$ cat src/rtl/addsub_serial_acc.sv
// Digit-serial add/subtract unit with accumulator and start/ready handshake.
// Define ADDSUB_SATURATE_EN to clamp overflowing results instead of wrapping.
module addsub_serial_acc #(
  parameter int WIDTH = 8,
  parameter int DIGIT = 2
) (
  input  logic             iCLK,
  input  logic             iRST,
  input  logic             iSTART,
  input  logic [1:0]       iOP,
  input  logic [WIDTH-1:0] iA,
  input  logic [WIDTH-1:0] iB,
  input  logic             iCLR_ACC,
  output logic             oREADY,
  output logic             oBUSY,
  output logic             oDONE,
  output logic [WIDTH-1:0] oRESULT,
  output logic             oCARRY,
  output logic             oOVF,
  output logic             oZERO,
  output logic [WIDTH-1:0] oACC
);

  localparam int N  = WIDTH / DIGIT;
  localparam int CW = $clog2(N + 1);

  typedef enum logic [1:0] {
    IDLE,
    RUN,
    DONE
  } state_t;

  state_t           state_q;
  logic [WIDTH-1:0] x_q, y_q, sum_q;
  logic [WIDTH-1:0] res_q, acc_q;
  logic             c_q, op1_q;
  logic             xmsb_q, ymsb_q;
  logic             carry_q, ovf_q, zero_q;
  logic [CW-1:0]    cnt_q;

  logic [DIGIT:0]         dsum;
  logic [WIDTH+DIGIT-1:0] cat;
  logic [WIDTH-1:0]       sum_d, res_d;
  logic [WIDTH-1:0]       x_d, y_d;
  logic                   ovf_d, last;

  assign dsum  = {1'b0, x_q[DIGIT-1:0]}
               + {1'b0, y_q[DIGIT-1:0]}
               + {{DIGIT{1'b0}}, c_q};
  // New digit enters from the MSB side; the concat keeps DIGIT==WIDTH legal.
  assign cat   = {dsum[DIGIT-1:0], sum_q};
  assign sum_d = cat[WIDTH+DIGIT-1:DIGIT];
  assign ovf_d = (xmsb_q == ymsb_q)
              && (sum_d[WIDTH-1] != xmsb_q);
  assign last  = (cnt_q == CW'(N - 1));

`ifdef ADDSUB_SATURATE_EN
  assign res_d = !ovf_d ? sum_d :
                 xmsb_q ? {1'b1, {(WIDTH-1){1'b0}}} :
                          {1'b0, {(WIDTH-1){1'b1}}};
`else
  assign res_d = sum_d;
`endif

  assign x_d = iOP[1] ? acc_q : iA;
  assign y_d = (iOP[1] ? iA : iB) ^ {WIDTH{iOP[0]}};

  always_ff @(posedge iCLK) begin
    if (iRST) begin
      state_q <= IDLE;
      x_q     <= '0;
      y_q     <= '0;
      sum_q   <= '0;
      res_q   <= '0;
      acc_q   <= '0;
      c_q     <= 1'b0;
      op1_q   <= 1'b0;
      xmsb_q  <= 1'b0;
      ymsb_q  <= 1'b0;
      carry_q <= 1'b0;
      ovf_q   <= 1'b0;
      zero_q  <= 1'b0;
      cnt_q   <= '0;
    end else begin
      // Clear beats the write-back of an accumulate result.
      if (iCLR_ACC)
        acc_q <= '0;
      else if (state_q == DONE && op1_q)
        acc_q <= res_q;

      unique case (state_q)
        IDLE: begin
          if (iSTART) begin
            x_q     <= x_d;
            y_q     <= y_d;
            xmsb_q  <= x_d[WIDTH-1];
            ymsb_q  <= y_d[WIDTH-1];
            c_q     <= iOP[0];
            op1_q   <= iOP[1];
            sum_q   <= '0;
            cnt_q   <= '0;
            state_q <= RUN;
          end
        end
        RUN: begin
          x_q   <= x_q >> DIGIT;
          y_q   <= y_q >> DIGIT;
          c_q   <= dsum[DIGIT];
          sum_q <= sum_d;
          cnt_q <= cnt_q + CW'(1);
          if (last) begin
            res_q   <= res_d;
            carry_q <= dsum[DIGIT];
            ovf_q   <= ovf_d;
            zero_q  <= (res_d == '0);
            state_q <= DONE;
          end
        end
        DONE: begin
          state_q <= IDLE;
        end
        default: begin
          state_q <= IDLE;
        end
      endcase
    end
  end

  assign oREADY  = (state_q == IDLE);
  assign oBUSY   = (state_q != IDLE);
  assign oDONE   = (state_q == DONE);
  assign oRESULT = res_q;
  assign oCARRY  = carry_q;
  assign oOVF    = ovf_q;
  assign oZERO   = zero_q;
  assign oACC    = acc_q;

endmodule

$ cat config.mk
export PLATFORM = sky130hd
export DESIGN_NAME = addsub_serial_acc
export DESIGN_NICKNAME = d
export VERILOG_FILES = /design/src/rtl/addsub_serial_acc.sv
export SDC_FILE = /design/constraint.sdc
export NUM_CORES = 1
export LEC_CHECK = 0
export BUFFER_PORTS_ARGS = -buffer_cell sky130_fd_sc_hd__buf_2
export CORE_MARGIN = 1.5
export CORE_UTILIZATION = 50
export DETAILED_ROUTE_END_ITERATION = 8
export PLACE_DENSITY = 0.73
export REMOVE_ABC_BUFFERS = 1
export SYNTH_ARGS = -nofsm -noshare
export SYNTH_HDL_FRONTEND = slang
export SYNTH_SLANG_ARGS = --single-unit
export TNS_END_PERCENT = 50
$ cat constraint.sdc
create_clock -name iCLK -period 2.1 [get_ports iCLK]
set_input_delay 0.105 -clock iCLK [delete_from_list [all_inputs] [get_ports iCLK]]
set_output_delay 0.105 -clock iCLK [all_outputs]
set_load 0.005 [all_outputs]
# After elaboration in Yosys (flattened, before gate mapping)
# Index checks and enable logic that the tools add are counted.
# word_totals
regBits	52
inputBits	22
output_inout_bits	22
wordCells	51
# op_classes
n_addsub	3
eq_ne	7
muxes	15
bitwise	1
n_reduce_logical	11
# ops
cell	n
8-bit case mux with 2 select lines	3
8-bit 2-to-1 mux	5
8-bit zero test	1
2-bit AND reduction	4
8-bit XOR	1
3-bit case mux with 2 select lines	1
2-bit 2-to-1 mux	2
2-bit inequality test (second input constant)	2
2-bit case mux with 2 select lines	1
2-bit nonzero test	2
2-bit by 2-bit adder with 3-bit output	1
3-bit by 1-bit adder with 3-bit output	1
3-bit by 1-bit adder with 3-bit output (second input constant)	1
3-bit by 2-bit == test with 1-bit output (second input constant)	1
3-bit 2-to-1 mux	1
2-bit by 1-bit == test with 1-bit output (second input constant)	1
2-bit == test (second input constant)	1
1-bit logical AND	2
2-bit zero test	1
1-bit case mux with 2 select lines	1
2-bit OR reduction	1
1-bit == test	1
1-bit 2-to-1 mux	1
1-bit inequality test	1

# Depth between registers and ports, before layout
# depth
word_depth	4
depth_mapped	8
ltp_nobuf	8

# Worst setup path after synthesis
# OpenSTA, ideal clock, no wires.
# synth_timing
kind	reg2reg
start	register x_q[0]
end	register zero_q, in the netlist oZERO
setup_time_ps	70
t_arrival_ps	1731
required_ps	2030
setup_slack_ps	298
path_stages_with_launch	8
n_path_buf	0
period_less_slack_ps	1802
cell_sequence	dfxtp_1 -> inv_1 -> fa_1 -> inv_1 -> fa_1 -> nor4b_1 -> nand3_1 -> a21oi_1
# synth_between
elab_chain_cells	3
# synth_rtl
element	line_no	source
from (decl)	34	logic [WIDTH-1:0] x_q, y_q, sum_q;
from (signal assigned)	106	x_q <= x_q >> DIGIT;
2-bit by 2-bit adder with 3-bit output	48	+ {1'b0, y_q[DIGIT-1:0]}
3-bit by 1-bit adder with 3-bit output	49	+ {{DIGIT{1'b0}}, c_q};
named net dsum[1]	41	logic [DIGIT:0] dsum;
8-bit zero test	115	zero_q <= (res_d == '0);
to (signal assigned)	115	
to (decl)	38	logic carry_q, ovf_q, zero_q;
# The timed path passes the listed nets, and every way through them passes these cells.
# A chain may end at the register's enable or synchronous reset.

# Worst setup path after layout
# Ends and elaborated chain as after synthesis.

==> run summary <==
RSZ-0062 raised after global routing - false
wire length after detailed routing - 5100 um
First-pass DRT Iterations - 4
overall die height - 70.6 um
power density of the placed cells - 715 nW/um^2
Core Util, Final - 0.586
share of cells above drive strength 1 - 0.237
Port Buf Inserts - 43
highest fanout seen on the critical path - 5
count of hold-fix buffers inserted at cts - 0
via-per-instance ratio - 5.47
endpoint kind of the worst setup timing path - flip-flop
number of failing setup endpoints in the final timing report - 0
most area-hungry cell type in the Yosys netlist - sky130_fd_sc_hd__dfxtp_1
pin count of the biggest net entering global routing - 25
kind of path behind the tightest hold check - in -> reg
post-route minimum period - 1950 ps
via total after detailed routing - 1919
TritonCTS clock tree - built
clock power share - 0.307
Max-Slew Margin vs Limit - 0.610
count of instances resized after the clock tree is built - 0
final hold viol count - 0
Synth-to-Final Area Change - 12.6%
category of the worst setup path launch point - flip-flop
area fraction of the dominant cell type after synthesis - 0.438
H-tree lvl count - 2
Antenna Violating Nets Remaining - 0
Period Utilization, post-route - 0.931
Num Clock Sinks - 50
placeable core region - 4380 um^2
endpoint required time on the critical path - 2330 ps
routability cong. - 0.798
portion of total power attributed to sequential cells - 0.551
Remaining DRCs - 0
netlist area before placement - 2280 um^2
sum of internal, switching and leakage power - 1.84 mW
all-layer global routing usage - 0.213
arrival time of the worst setup path - 2190 ps
starting density of the core - 0.521
switching share of power - 0.258
source-to-sink clock delay at the later pin of the worst-skew pair - 300 ps
critical path class - reg -> reg
combinational share of power - 0.142
clock slew seen by the registers of the worst setup and hold paths - 90 ps
CTS Buf Count - 5
number of diodes - 0
post-synthesis sequential element count - 50
Post-CTS Setup Bufs - 0
number of rows created at floorplan - 24
clk root buf - sky130_fd_sc_hd__clkbuf_8
placed wire-length estimate - 3710 um
worst supply voltage drop on vdd - 0.000379 V
final-report max-slew violation count - 0
maximum clock skew at final layout - 5.07 ps
yosys synthesis warning count - 0
Power Internal - 1.36 mW
run status - completed
IO Count - 44
first-pass GRT wire length - 8370 um
register area share after synthesis - 0.438
maximum clock path buffer count - 2
commonest non-fill, non-tap cells in the layout - sky130_fd_sc_hd__dfxtp_1 (50), sky130_fd_sc_hd__nand2_1 (47), sky130_fd_sc_hd__buf_2 (43), sky130_fd_sc_hd__a21oi_1 (34), sky130_fd_sc_hd__nor2_1 (26)
most common library cell in the layout ignoring fill and taps - sky130_fd_sc_hd__dfxtp_1
number of max-cap violations - 0
number of antenna violations at the first check in global routing - 0
Total Negative Setup Slacks - 0 ps
synthesized instance count - 265
net count reported at finish - 324
number of distinct library cells after synthesis - 36
die area - 4980 um^2
Highest Clock Rate - 512 MHz
sum of overflow across all layers after global routing - 0
actual slew at the worst max-slew pin - 586 ps
largest cells by area after synthesis - sky130_fd_sc_hd__dfxtp_1 (44%), sky130_fd_sc_hd__nand2_1 (7.7%), sky130_fd_sc_hd__a21oi_1 (7.5%)
drt first-iter violations - 169
leakage power summed over all cells - 1.06 nW
mean routed wirelength per cell - 14.5 um
switching power total - 0.474 mW
mean instance size in the synthesized netlist - 8.62 um^2
vias in the first global route - 1728
width of the die - 70.6 um
==> critical path: stages (launching register included) <==
cell and delay, ps:
sky130_fd_sc_hd__dfxtp_1 340, sky130_fd_sc_hd__inv_1 60, sky130_fd_sc_hd__fa_1 420, sky130_fd_sc_hd__inv_1 80
sky130_fd_sc_hd__fa_1 490, sky130_fd_sc_hd__nor4b_2 240, sky130_fd_sc_hd__nand3_1 100, sky130_fd_sc_hd__a21oi_1 160
==> stage by stage <==
| stage | instance area (um^2) | setup slack, ps | hold slack, ps | std cells |
|---|---|---|---|---|
| 2_1_floorplan | 2160 | 291 | 170 | 244 |
| 3_3_place_gp | 2470 | 226 | 445 | 343 |
| 3_5_place_dp | 2470 | 116 | 454 | 343 |
| 4_1_cts | 2560 | 91.2 | 153 | 351 |
| 5_1_grt | 2570 | 11.5 | 173 | 351 |
| 6_report | 2570 | 146 | 156 | 351 |
==> layer usage <==
metal | track usage | up-vias | wire (um)
met3 | 0.0484 | 6 | 218
met1 | 0.292 | 893 | 2390
met2 | 0.332 | 45 | 2420
met4 | 0.0755 | 0 | 67
met5 | 0 | - | 0
li1 | - | 975 | -
==> layout make-up <==
| class | count | area [um^2] |
|---|---|---|
| Clock buffer | 7 | 86.3 |
| Clock inverter | 1 | 5.00 |
| Fill cell | 411 | 1810 |
| Inverter | 6 | 22.5 |
| Multi-Input combinational cell | 188 | 1150 |
| Sequential cell | 50 | 1000 |
| Tap cell | 52 | 65.1 |
| Timing Repair Buffer | 47 | 245 |
==> synthesized netlist by cell type <==
cell type	count
sky130_fd_sc_hd__mux2_4	1
sky130_fd_sc_hd__a31oi_1	2
sky130_fd_sc_hd__a21oi_1	34
sky130_fd_sc_hd__and2b_1	1
sky130_fd_sc_hd__inv_1	6
sky130_fd_sc_hd__nand2b_1	2
sky130_fd_sc_hd__nand2_1	47
sky130_fd_sc_hd__mux2i_1	10
sky130_fd_sc_hd__nor2b_4	1
sky130_fd_sc_hd__dfxtp_1	50
sky130_fd_sc_hd__mux2_2	7
sky130_fd_sc_hd__nand3_1	15
sky130_fd_sc_hd__a221oi_2	1
sky130_fd_sc_hd__buf_6	2
sky130_fd_sc_hd__a222oi_1	6
sky130_fd_sc_hd__buf_4	5
sky130_fd_sc_hd__a211oi_1	8
sky130_fd_sc_hd__nor2b_1	1
sky130_fd_sc_hd__a22oi_1	1
sky130_fd_sc_hd__o221ai_1	1
sky130_fd_sc_hd__buf_1	1
sky130_fd_sc_hd__nor2_1	26
sky130_fd_sc_hd__ha_1	2
sky130_fd_sc_hd__fa_1	2
sky130_fd_sc_hd__a2111oi_2	1
sky130_fd_sc_hd__or2_1	1
sky130_fd_sc_hd__clkbuf_1	7
sky130_fd_sc_hd__a211oi_2	1
sky130_fd_sc_hd__xnor2_1	7
sky130_fd_sc_hd__nor4b_1	1
sky130_fd_sc_hd__buf_2	6
sky130_fd_sc_hd__and2_1	2
sky130_fd_sc_hd__or2_2	1
sky130_fd_sc_hd__nor4_1	1
sky130_fd_sc_hd__nor2_2	3
sky130_fd_sc_hd__nor3_1	2
==> flip-flops by register name (all words and copies together), names as in the netlist <==
register  count
cnt_q         3
y_q           8
oOVF          1
oACC          8
oRESULT       8
x_q           8
sum_q         6
oZERO         1
oCARRY        1
c_q           1
xmsb_q        1
op1_q         1
state_q       2
ymsb_q        1
==> power groups by stage <==
stage	Combinational [mW]	Clock, mW	Sequential, mW
6_report	0.262	0.564	1.01
5_1_grt	0.291	0.629	1.02
4_1_cts	0.260	0.577	1.01
3_5_place_dp	0.259	0	1.03
3_3_place_gp	0.254	0	1.03
2_1_floorplan	0.166	0	1.03
==> cells by family after synthesis <==
| group | share of synthesized area |
|---|---|
| flip-flops | 0.438 |
| buffers and inverters | 0.0625 |
| AO/OA/AOI/OAI | 0.158 |
| AND/OR/NAND/NOR | 0.201 |
| multiplexers | 0.0849 |
| XOR/XNOR | 0.0268 |
| adder cells (fa/ha/maj) | 0.0285 |
==> worst paths after layout <==
kind,endpoint,slack [ps],from,depth (start not counted)
setup reg to reg,oZERO,150,x_q[0],7
hold / removal,oACC[5],160,iCLR_ACC,3
hold reg to reg,y_q[7],460,y_q[7],2
setup / recovery,oZERO,150,x_q[0],7
Note: power is estimated with default switching activity, not from simulation.
